`src/rtl/wb_downsizer_if.sv`:
```
// rtl/wb_downsizer_if.sv - 32-bit master side and 8-bit slave side Wishbone signals of the downsizer
interface wb_downsizer_if #(
  parameter int aw = 32
);
  logic [aw-1:0] wbm_adr_i;
  logic [31:0]   wbm_dat_i;
  logic [3:0]    wbm_sel_i;
  logic          wbm_we_i;
  logic          wbm_cyc_i;
  logic          wbm_stb_i;
  logic [31:0]   wbm_dat_o;
  logic          wbm_ack_o;
  logic          wbm_err_o;

  logic [aw-1:0] wbs_adr_o;
  logic [7:0]    wbs_dat_o;
  logic          wbs_we_o;
  logic          wbs_cyc_o;
  logic          wbs_stb_o;
  logic [7:0]    wbs_dat_i;
  logic          wbs_ack_i;
  logic          wbs_err_i;

  // The downsizer itself.
  modport slave (
    input  wbm_adr_i, wbm_dat_i, wbm_sel_i, wbm_we_i, wbm_cyc_i, wbm_stb_i,
    output wbm_dat_o, wbm_ack_o, wbm_err_o,
    output wbs_adr_o, wbs_dat_o, wbs_we_o, wbs_cyc_o, wbs_stb_o,
    input  wbs_dat_i, wbs_ack_i, wbs_err_i
  );

  // The wide master together with the byte-wide slave around it.
  modport master (
    output wbm_adr_i, wbm_dat_i, wbm_sel_i, wbm_we_i, wbm_cyc_i, wbm_stb_i,
    input  wbm_dat_o, wbm_ack_o, wbm_err_o,
    input  wbs_adr_o, wbs_dat_o, wbs_we_o, wbs_cyc_o, wbs_stb_o,
    output wbs_dat_i, wbs_ack_i, wbs_err_i
  );
endinterface

```
`src/rtl/wb_downsizer.sv`:
```
// rtl/wb_downsizer.sv - splits 32-bit classic Wishbone accesses into big-endian byte accesses
// Optional WB_DOWNSIZER_ERR_EN: slave error aborts the access and is reported on wbm_err_o.
module wb_downsizer #(
  parameter int aw = 32
) (
  input  logic            wb_clk_i,
  input  logic            wb_rst_ni,
  wb_downsizer_if.slave   bus
);

  typedef enum logic [1:0] {IDLE, BUSY, DONE} state_t;

  state_t        state, state_nxt;
  logic [aw-1:0] adr_q;
  logic [31:0]   dat_q;
  logic          we_q;
  logic [3:0]    pend_q;     // bit n set: byte at offset n still to be issued
  logic [31:0]   rdat_q;
  logic [1:0]    off;
  logic [3:0]    pend_nxt;
  logic          last_byte;
  logic          byte_done;
  logic [7:0]    wbyte;
  logic          start;
  logic          busy_live;
`ifdef WB_DOWNSIZER_ERR_EN
  logic          err_q;
  logic          slv_err;
`endif

  assign start     = bus.wbm_cyc_i & bus.wbm_stb_i;
  assign busy_live = (state == BUSY) & bus.wbm_cyc_i;

`ifdef WB_DOWNSIZER_ERR_EN
  assign byte_done = bus.wbs_ack_i;
  assign slv_err   = bus.wbs_err_i;
`else
  assign byte_done = bus.wbs_ack_i | bus.wbs_err_i;
`endif

  // Lowest pending offset goes first, giving ascending address order.
  always_comb begin
    off = 2'd3;
    if (pend_q[0])      off = 2'd0;
    else if (pend_q[1]) off = 2'd1;
    else if (pend_q[2]) off = 2'd2;
  end

  assign pend_nxt  = pend_q & ~(4'b0001 << off);
  assign last_byte = (pend_nxt == 4'b0000);

  always_comb begin
    wbyte = dat_q[7:0];
    case (off)
      2'd0:    wbyte = dat_q[31:24];
      2'd1:    wbyte = dat_q[23:16];
      2'd2:    wbyte = dat_q[15:8];
      default: wbyte = dat_q[7:0];
    endcase
  end

  always_ff @(posedge wb_clk_i or negedge wb_rst_ni) begin
    if (!wb_rst_ni) state <= IDLE;
    else            state <= state_nxt;
  end

  always_comb begin
    state_nxt = state;
    case (state)
      IDLE: begin
        if (start) state_nxt = (bus.wbm_sel_i != 4'b0000) ? BUSY : DONE;
      end
      BUSY: begin
        if (!bus.wbm_cyc_i)                state_nxt = IDLE;
`ifdef WB_DOWNSIZER_ERR_EN
        else if (slv_err)                  state_nxt = DONE;
`endif
        else if (byte_done && last_byte)   state_nxt = DONE;
      end
      default: state_nxt = IDLE;
    endcase
  end

  always_comb begin
    bus.wbs_cyc_o = 1'b0;
    bus.wbs_stb_o = 1'b0;
    bus.wbs_adr_o = '0;
    bus.wbs_dat_o = 8'h00;
    bus.wbs_we_o  = 1'b0;
    bus.wbm_ack_o = 1'b0;
    bus.wbm_err_o = 1'b0;
    case (state)
      BUSY: begin
        bus.wbs_cyc_o = 1'b1;
        bus.wbs_stb_o = 1'b1;
        bus.wbs_adr_o = {adr_q[aw-1:2], off};
        bus.wbs_dat_o = wbyte;
        bus.wbs_we_o  = we_q;
      end
      DONE: begin
`ifdef WB_DOWNSIZER_ERR_EN
        bus.wbm_ack_o = ~err_q;
        bus.wbm_err_o = err_q;
`else
        bus.wbm_ack_o = 1'b1;
`endif
      end
      default: ;
    endcase
  end

  assign bus.wbm_dat_o = rdat_q;

  always_ff @(posedge wb_clk_i or negedge wb_rst_ni) begin
    if (!wb_rst_ni) begin
      adr_q  <= '0;
      dat_q  <= 32'h0;
      we_q   <= 1'b0;
      pend_q <= 4'b0000;
      rdat_q <= 32'h0;
    end else if (state == IDLE) begin
      if (start) begin
        adr_q  <= bus.wbm_adr_i;
        dat_q  <= bus.wbm_dat_i;
        we_q   <= bus.wbm_we_i;
        // Offset 0 is the most significant select bit.
        pend_q <= {bus.wbm_sel_i[0], bus.wbm_sel_i[1], bus.wbm_sel_i[2], bus.wbm_sel_i[3]};
        rdat_q <= 32'h0;
      end
    end else if (busy_live && byte_done) begin
      pend_q <= pend_nxt;
      if (!we_q) begin
        case (off)
          2'd0:    rdat_q[31:24] <= bus.wbs_dat_i;
          2'd1:    rdat_q[23:16] <= bus.wbs_dat_i;
          2'd2:    rdat_q[15:8]  <= bus.wbs_dat_i;
          default: rdat_q[7:0]   <= bus.wbs_dat_i;
        endcase
      end
    end
  end

`ifdef WB_DOWNSIZER_ERR_EN
  always_ff @(posedge wb_clk_i or negedge wb_rst_ni) begin
    if (!wb_rst_ni)                       err_q <= 1'b0;
    else if ((state == IDLE) && start)    err_q <= 1'b0;
    else if (busy_live && slv_err)        err_q <= 1'b1;
  end
`endif

endmodule

```
`src/flat_wrapper.sv`:
```
// flat-port wrapper written by rule: the top's interface ports become plain ports
module wb_downsizer_flat 
#(
  parameter int aw = 32
)
  (wb_clk_i, wb_rst_ni, bus_wbm_adr_i, bus_wbm_dat_i, bus_wbm_sel_i, bus_wbm_we_i, bus_wbm_cyc_i, bus_wbm_stb_i, bus_wbm_dat_o, bus_wbm_ack_o, bus_wbm_err_o, bus_wbs_adr_o, bus_wbs_dat_o, bus_wbs_we_o, bus_wbs_cyc_o, bus_wbs_stb_o, bus_wbs_dat_i, bus_wbs_ack_i, bus_wbs_err_i);
  wb_downsizer_if #(.aw(aw)) bus_i ();
  input  logic wb_clk_i;
  input  logic wb_rst_ni;
  input wire logic [$bits(bus_i.wbm_adr_i)-1:0] bus_wbm_adr_i;
  input wire logic [$bits(bus_i.wbm_dat_i)-1:0] bus_wbm_dat_i;
  input wire logic [$bits(bus_i.wbm_sel_i)-1:0] bus_wbm_sel_i;
  input wire logic [$bits(bus_i.wbm_we_i)-1:0] bus_wbm_we_i;
  input wire logic [$bits(bus_i.wbm_cyc_i)-1:0] bus_wbm_cyc_i;
  input wire logic [$bits(bus_i.wbm_stb_i)-1:0] bus_wbm_stb_i;
  output wire logic [$bits(bus_i.wbm_dat_o)-1:0] bus_wbm_dat_o;
  output wire logic [$bits(bus_i.wbm_ack_o)-1:0] bus_wbm_ack_o;
  output wire logic [$bits(bus_i.wbm_err_o)-1:0] bus_wbm_err_o;
  output wire logic [$bits(bus_i.wbs_adr_o)-1:0] bus_wbs_adr_o;
  output wire logic [$bits(bus_i.wbs_dat_o)-1:0] bus_wbs_dat_o;
  output wire logic [$bits(bus_i.wbs_we_o)-1:0] bus_wbs_we_o;
  output wire logic [$bits(bus_i.wbs_cyc_o)-1:0] bus_wbs_cyc_o;
  output wire logic [$bits(bus_i.wbs_stb_o)-1:0] bus_wbs_stb_o;
  input wire logic [$bits(bus_i.wbs_dat_i)-1:0] bus_wbs_dat_i;
  input wire logic [$bits(bus_i.wbs_ack_i)-1:0] bus_wbs_ack_i;
  input wire logic [$bits(bus_i.wbs_err_i)-1:0] bus_wbs_err_i;
  assign bus_i.wbm_adr_i = bus_wbm_adr_i;
  assign bus_i.wbm_dat_i = bus_wbm_dat_i;
  assign bus_i.wbm_sel_i = bus_wbm_sel_i;
  assign bus_i.wbm_we_i = bus_wbm_we_i;
  assign bus_i.wbm_cyc_i = bus_wbm_cyc_i;
  assign bus_i.wbm_stb_i = bus_wbm_stb_i;
  assign bus_wbm_dat_o = bus_i.wbm_dat_o;
  assign bus_wbm_ack_o = bus_i.wbm_ack_o;
  assign bus_wbm_err_o = bus_i.wbm_err_o;
  assign bus_wbs_adr_o = bus_i.wbs_adr_o;
  assign bus_wbs_dat_o = bus_i.wbs_dat_o;
  assign bus_wbs_we_o = bus_i.wbs_we_o;
  assign bus_wbs_cyc_o = bus_i.wbs_cyc_o;
  assign bus_wbs_stb_o = bus_i.wbs_stb_o;
  assign bus_i.wbs_dat_i = bus_wbs_dat_i;
  assign bus_i.wbs_ack_i = bus_wbs_ack_i;
  assign bus_i.wbs_err_i = bus_wbs_err_i;
  wb_downsizer #(.aw(aw)) u_core (.wb_clk_i(wb_clk_i), .wb_rst_ni(wb_rst_ni), .bus(bus_i));
endmodule
```
`config.mk`:
```
export PLATFORM = sky130hd
export DESIGN_NAME = wb_downsizer_flat
export DESIGN_NICKNAME = d
export VERILOG_FILES = /design/src/rtl/wb_downsizer_if.sv /design/src/rtl/wb_downsizer.sv /design/src/flat_wrapper.sv
export SDC_FILE = /design/constraint.sdc
export NUM_CORES = 1
export LEC_CHECK = 0
export CORE_ASPECT_RATIO = 0.6
export CORE_MARGIN = 2
export CORE_UTILIZATION = 45
export DETAILED_ROUTE_END_ITERATION = 16
export GPL_TIMING_DRIVEN = 0
export PLACE_DENSITY = 0.8
export SLEW_MARGIN = 10
export SYNTH_ARGS = -nofsm -noshare
export SYNTH_HDL_FRONTEND = slang
export SYNTH_SLANG_ARGS = --single-unit
export TNS_END_PERCENT = 5
```
`constraint.sdc`:
```
create_clock -name wb_clk_i -period 2.8 [get_ports wb_clk_i]
set_clock_uncertainty 0.2 [all_clocks]
set_input_delay 0.56 -clock wb_clk_i [delete_from_list [all_inputs] [get_ports wb_clk_i]]
set_output_delay 0.56 -clock wb_clk_i [all_outputs]
set_load 0.1 [all_outputs]
```
== After elaboration in Yosys (flattened, before gate mapping) ==
Cells that the tools add are included.

* Bits of input ports: 83
* Register bits after elaboration: 103
* Word-level logic and storage cells: 66
* Output and inout port bits: 77

* Multiplexer cells: 25
* Reduce and logical (&&, ||, !) cells: 18
* Equality and inequality tests: 8
* Bitwise gates (word level): 5
* Shift operators: 1

{| class="wikitable"
|+ Operators with widths
! kind !! count
|-
| $mux 32 || 5
|-
| $mux 8 || 5
|-
| $pmux 8 s3 || 1
|-
| $reduce_and 4->1 || 4
|-
| $mux 2 || 6
|-
| $mux 4 || 3
|-
| $reduce_bool 2->1 || 4
|-
| $reduce_and 2->1 || 3
|-
| $and 4x4->4 || 1
|-
| $eq 2x1->1 const B || 2
|-
| $eq 2x2->1 const B || 2
|-
| $logic_not 2->1 || 2
|-
| $logic_not 4->1 || 1
|-
| $mux 1 || 4
|-
| $ne 2x1->1 const B || 2
|-
| $not 4->4 || 1
|-
| $pmux 2 s2 || 1
|-
| $reduce_bool 4->1 || 1
|-
| $shl 1x2->4 const A || 1
|-
| $ne 3x3->1 const B || 1
|-
| $reduce_or 3->1 || 1
|-
| $and 1x1->1 || 2
|-
| $logic_and 1x1->1 || 2
|-
| $ne 2x2->1 const B || 1
|-
| $or 1x1->1 || 1
|}

== Logic depth before layout (Yosys ltp) ==
Gate-level depths: netlist of the first run.

* Word-level depth: 11
* Depth in mapped cells: 7

== Worst setup path after synthesis of the first run ==
OpenSTA, ideal clock, no wires.

* Path type: register to output
* Start point: register u_core.state[0]
* End point: output bus_wbs_adr_o[1]
* Path slack: -0.707 ns
* Stages on the path, launching flop included: 5
* Data arrival time: 2.747 ns
* Path through: dfrtp_1 > clkbuf_1 > nor2b_1 > clkbuf_1 > and2_1

* Cells in the longest elaborated chain, start to end: 2

{| class="wikitable"
|+ Ends and longest elaborated chain
! element !! line !! text
|-
| start, declared || wb_downsizer.sv:13 || <nowiki>state_t state, state_nxt;</nowiki>
|-
| start signal, assigned || wb_downsizer.sv:64 || <nowiki>else state <= state_nxt;</nowiki>
|-
| $eq 2x1->1 || wb_downsizer.sv:92 || <nowiki>case (state)</nowiki>
|-
| $mux 32 || wb_downsizer.sv:92 ||
|-
| end, declared || flat_wrapper.sv:19 || <nowiki>output wire logic [$bits(bus_i.wbs_adr_o)-1:0] bus_wbs_adr_o;</nowiki>
|}

No other way between the ends.

== Worst setup path after layout of the first run ==
* Start point: register u_core.pend_q[0]
* End point: output bus_wbs_adr_o[0]

* Cells in the longest elaborated chain, start to end: 2

{| class="wikitable"
|+ Ends and longest elaborated chain
! element !! line !! text
|-
| start, declared || wb_downsizer.sv:17 || <nowiki>logic [3:0] pend_q;</nowiki>
|-
| start signal, assigned || wb_downsizer.sv:127 || <nowiki>pend_q <= {bus.wbm_sel_i[0], bus.wbm_sel_i[1], bus.wbm_sel_i[2], bus.wbm_sel_i[3]};</nowiki>
|-
| start signal, assigned || wb_downsizer.sv:131 || <nowiki>pend_q <= pend_nxt;</nowiki>
|-
| $mux 2 || wb_downsizer.sv:44 || <nowiki>if (pend_q[0]) off = 2'd0;</nowiki>
|-
| $mux 32 || wb_downsizer.sv:92 ||
|}

No other way between the ends.

==> flow_summary.toml, run 1 <==
[drt]
viasPerCell = 5.06
vias = 4071
dr.pass1.iters = 5
ant_nets = 0
wl_um = 12400
drt-initial-drc-count = 234
wl_per_cell_um = 15.4
drcViolationCount = 0

[layout]
drive_above_1_share = 0.127
fin_nets = 749
layout_commonest_cell = "nand2_1"
mostFrequentLayoutCells = "nand2_1, clkdlybuf4s50_1, dfrtp_1, mux2i_1, and2_1"
diodes = 0
syn_to_final_growth_pct = 44.4
design_area_um2 = 6540

[sta]
max_slew_margin = 0.339
tightest_slew_ns = 0.966
fin_crit_sh = 0.960
finalHoldViolCount = 0
hold_ws_ns = 0.264
rsz0062_at_grt = "false"
fmax_ghz = 0.372
setup_viol = 0
fin_crit_ns = 2.69
maxSlewViolCount = 0

[grt]
grt_usage = 0.238
grt_pass1_vias = 3834
grtUsageMet3 = 0.0623
antenna_found_initial = 0
met2_usage = 0.355
grt_util_met1 = 0.351
overflow = 0
grt_first_pass_wirelength_um = 19900
grt_max_degree = 67
grt_busiest_layer = "met2"

[placement]
place_area_um2 = 6310
dp_hpwl_um = 9250
place.gp.congestion = 0.860
port-buffer-count = 156

[hold_path]
hp-class = "flip-flop to flip-flop"

[floorplan]
start_util = 0.461
die_x_um = 133
dieHeight_um = 81.7
dieArea_um2 = 10900
num_rows = 28
ioPinCount = 160
fp.coreArea_um2 = 9810

[synth]
syn_inst = 498
synth_seq_cells = 101
synth_edf_count = 0
ys_warn_count = 0
yosysSeqAreaShare = 0.558
synthFlopType = "dfrtp_1"
async_reset_ff_frac = 1.00
synth.distinct_cells = 40
synth_area_um2 = 4530
synth_nets = 581
syn_avg_cell_area_um2 = 9.09

[clocking]
cts_tree = "yes"
insertion_delay_ns = 0.34
path_clk_slew_ns = 0.06
root_buffer = "clkbuf_16"
numClockSinks = 101
h-tree-depth = 3
cts_buffers = 9
cts_buffer_depth = 2

[power_and_ir_drop]
pwr_density_cell_nw_per_um2 = 946
max-vdd-ir-drop_v = 0.000701
cellLeakagePower_nw = 3.26

[flow_run]
maxCapViolCount = 0

[setup_path]
cp-end-kind = "output pin"
critPathSlowestCell = "dfrtp_1"
critPathLaunchType = "flip-flop"
max_stage_delay_ns = 0.35
worstPathRequired_ns = 2.04
critPathArrivalTime_ns = 1.93
cp_max_fo = 10
crit_chain = "buf_2 > inv_2 > clkbuf_2 > and3_1 > clkbuf_4"
crit_type = "flip-flop to output pin"

[status]
outcome = "finished, final reports clean"
metal layers:
metal | up-vias | part of all wire
li1 | 1934 | -
met3 | 13 | 0.080
met2 | 180 | 0.43
met1 | 1944 | 0.48
met5 | - | 0
met4 | 0 | 0.0094
flip-flops by register name, indices dropped and copies added, names as in the netlist:
name,cells
u_core.state,2
u_core.pend_q,4
u_core.adr_q,30
u_core.dat_q,32
u_core.we_q,1
u_core.bus.wbm_dat_o,32
power by group:
part | internal (mW) | switching, mW | leakage [nW]
sequential | 1.84 | 0.237 | 1.30
combinational | 0.758 | 2.10 | 1.81
clock | 0.756 | 0.495 | 0.148
total | 3.35 | 2.83 | 3.26
metrics by stage:
step	util	setup slack, ns	TNS (ns)	power (mW)	std cells
after floorplan	-	-0.218	-2.60	4.18	498
after global placement	0.641	-2.67	-305.11	4.90	789
after detailed placement	0.644	-1.06	-37.41	4.96	790
after CTS	0.665	-0.0400	-0.0400	6.20	804
after global routing	0.666	0.0300	0	6.48	804
final	0.666	0.113	0	6.18	804
logic make-up (layout without fill, tap and decap cells):
logic type | count (synthesis) | count (layout) | share of synthesized area
DFF | 101 | 101 | 0.558
buffers and inverters | 43 | 214 | 0.0404
other | 1 | 1 | 0.000828
and+or+nand+nor | 284 | 284 | 0.269
AOI/OAI and AO/OA | 36 | 36 | 0.0580
muxes | 33 | 33 | 0.0730
worst paths after layout:
kind	slack [ns]	cells past startpoint	startpoint	endpoint
min in group asynchronous	0.52	2	wb_rst_ni	u_core.bus.wbm_dat_o[16]
max in group asynchronous	1.19	3	wb_rst_ni	u_core.state[0]
worst min-delay path	0.26	2	u_core.adr_q[13]	u_core.adr_q[13]
worst max register to register	0.46	5	u_core.state[1]	u_core.dat_q[15]
worst min register to register	0.26	2	u_core.adr_q[13]	u_core.adr_q[13]
worst max-delay path	0.11	5	u_core.pend_q[0]	bus_wbs_adr_o[0]
Yosys cell counts, types with 2 or more instances:
library cell	instances	area, um^2
mux2i_1	33	330
nand2_1	230	863
buf_1	5	18.8
nor2_1	5	18.8
a221o_1	2	20.0
o22ai_1	9	56.3
inv_1	10	37.5
nor2b_1	2	12.5
a21oi_1	8	40.0
buf_4	2	15.0
dfrtp_1	101	2530
and2_1	32	200
clkbuf_1	19	71.3
a211oi_1	2	15.0
and3_1	2	12.5
o221ai_1	8	70.1
buf_2	5	25.0
what timing repair did:
| item | CTS | global route |
|---|---|---|
| pin swaps | 0 | 0 |
| setup endpoints to repair | 44 | 42 |
| resized for setup | 254 | 7 |
| hold buffers | 1 | 0 |
| setup buffers | 0 | 1 |
| endpoints found under the hold margin | 35 | 0 |
critical path: cells and delay by family, from the launching register on:
kind	cells	cell delay [ns]
flops	1	0.35
simple gates	1	0.26
buf+inv	4	0.97
layout make-up:
type / instances / area [um^2]
clock buffer: 13 / 270
multi-input combinational: 354 / 1850
tap: 135 / 169
sequential: 101 / 2530
timing repair buffer: 159 / 1500
clock inverter: 1 / 30.0
fill: 778 / 3270
inverter: 11 / 41.3
buffer: 30 / 141
No activity file was read; power rests on OpenSTA's default activity.
==> run 2, diff against run 1 <==
--- a/config.mk
+++ b/config.mk
@@ -8,6 +8,7 @@
 export CORE_ASPECT_RATIO = 0.6
 export CORE_MARGIN = 2
 export CORE_UTILIZATION = 45
+export CTS_CLUSTER_SIZE = 24
 export DETAILED_ROUTE_END_ITERATION = 16
 export GPL_TIMING_DRIVEN = 0
 export PLACE_DENSITY = 0.8
==> results of run 2 <==
No change in the layout: final DEF, timing and power equal those of run 1.
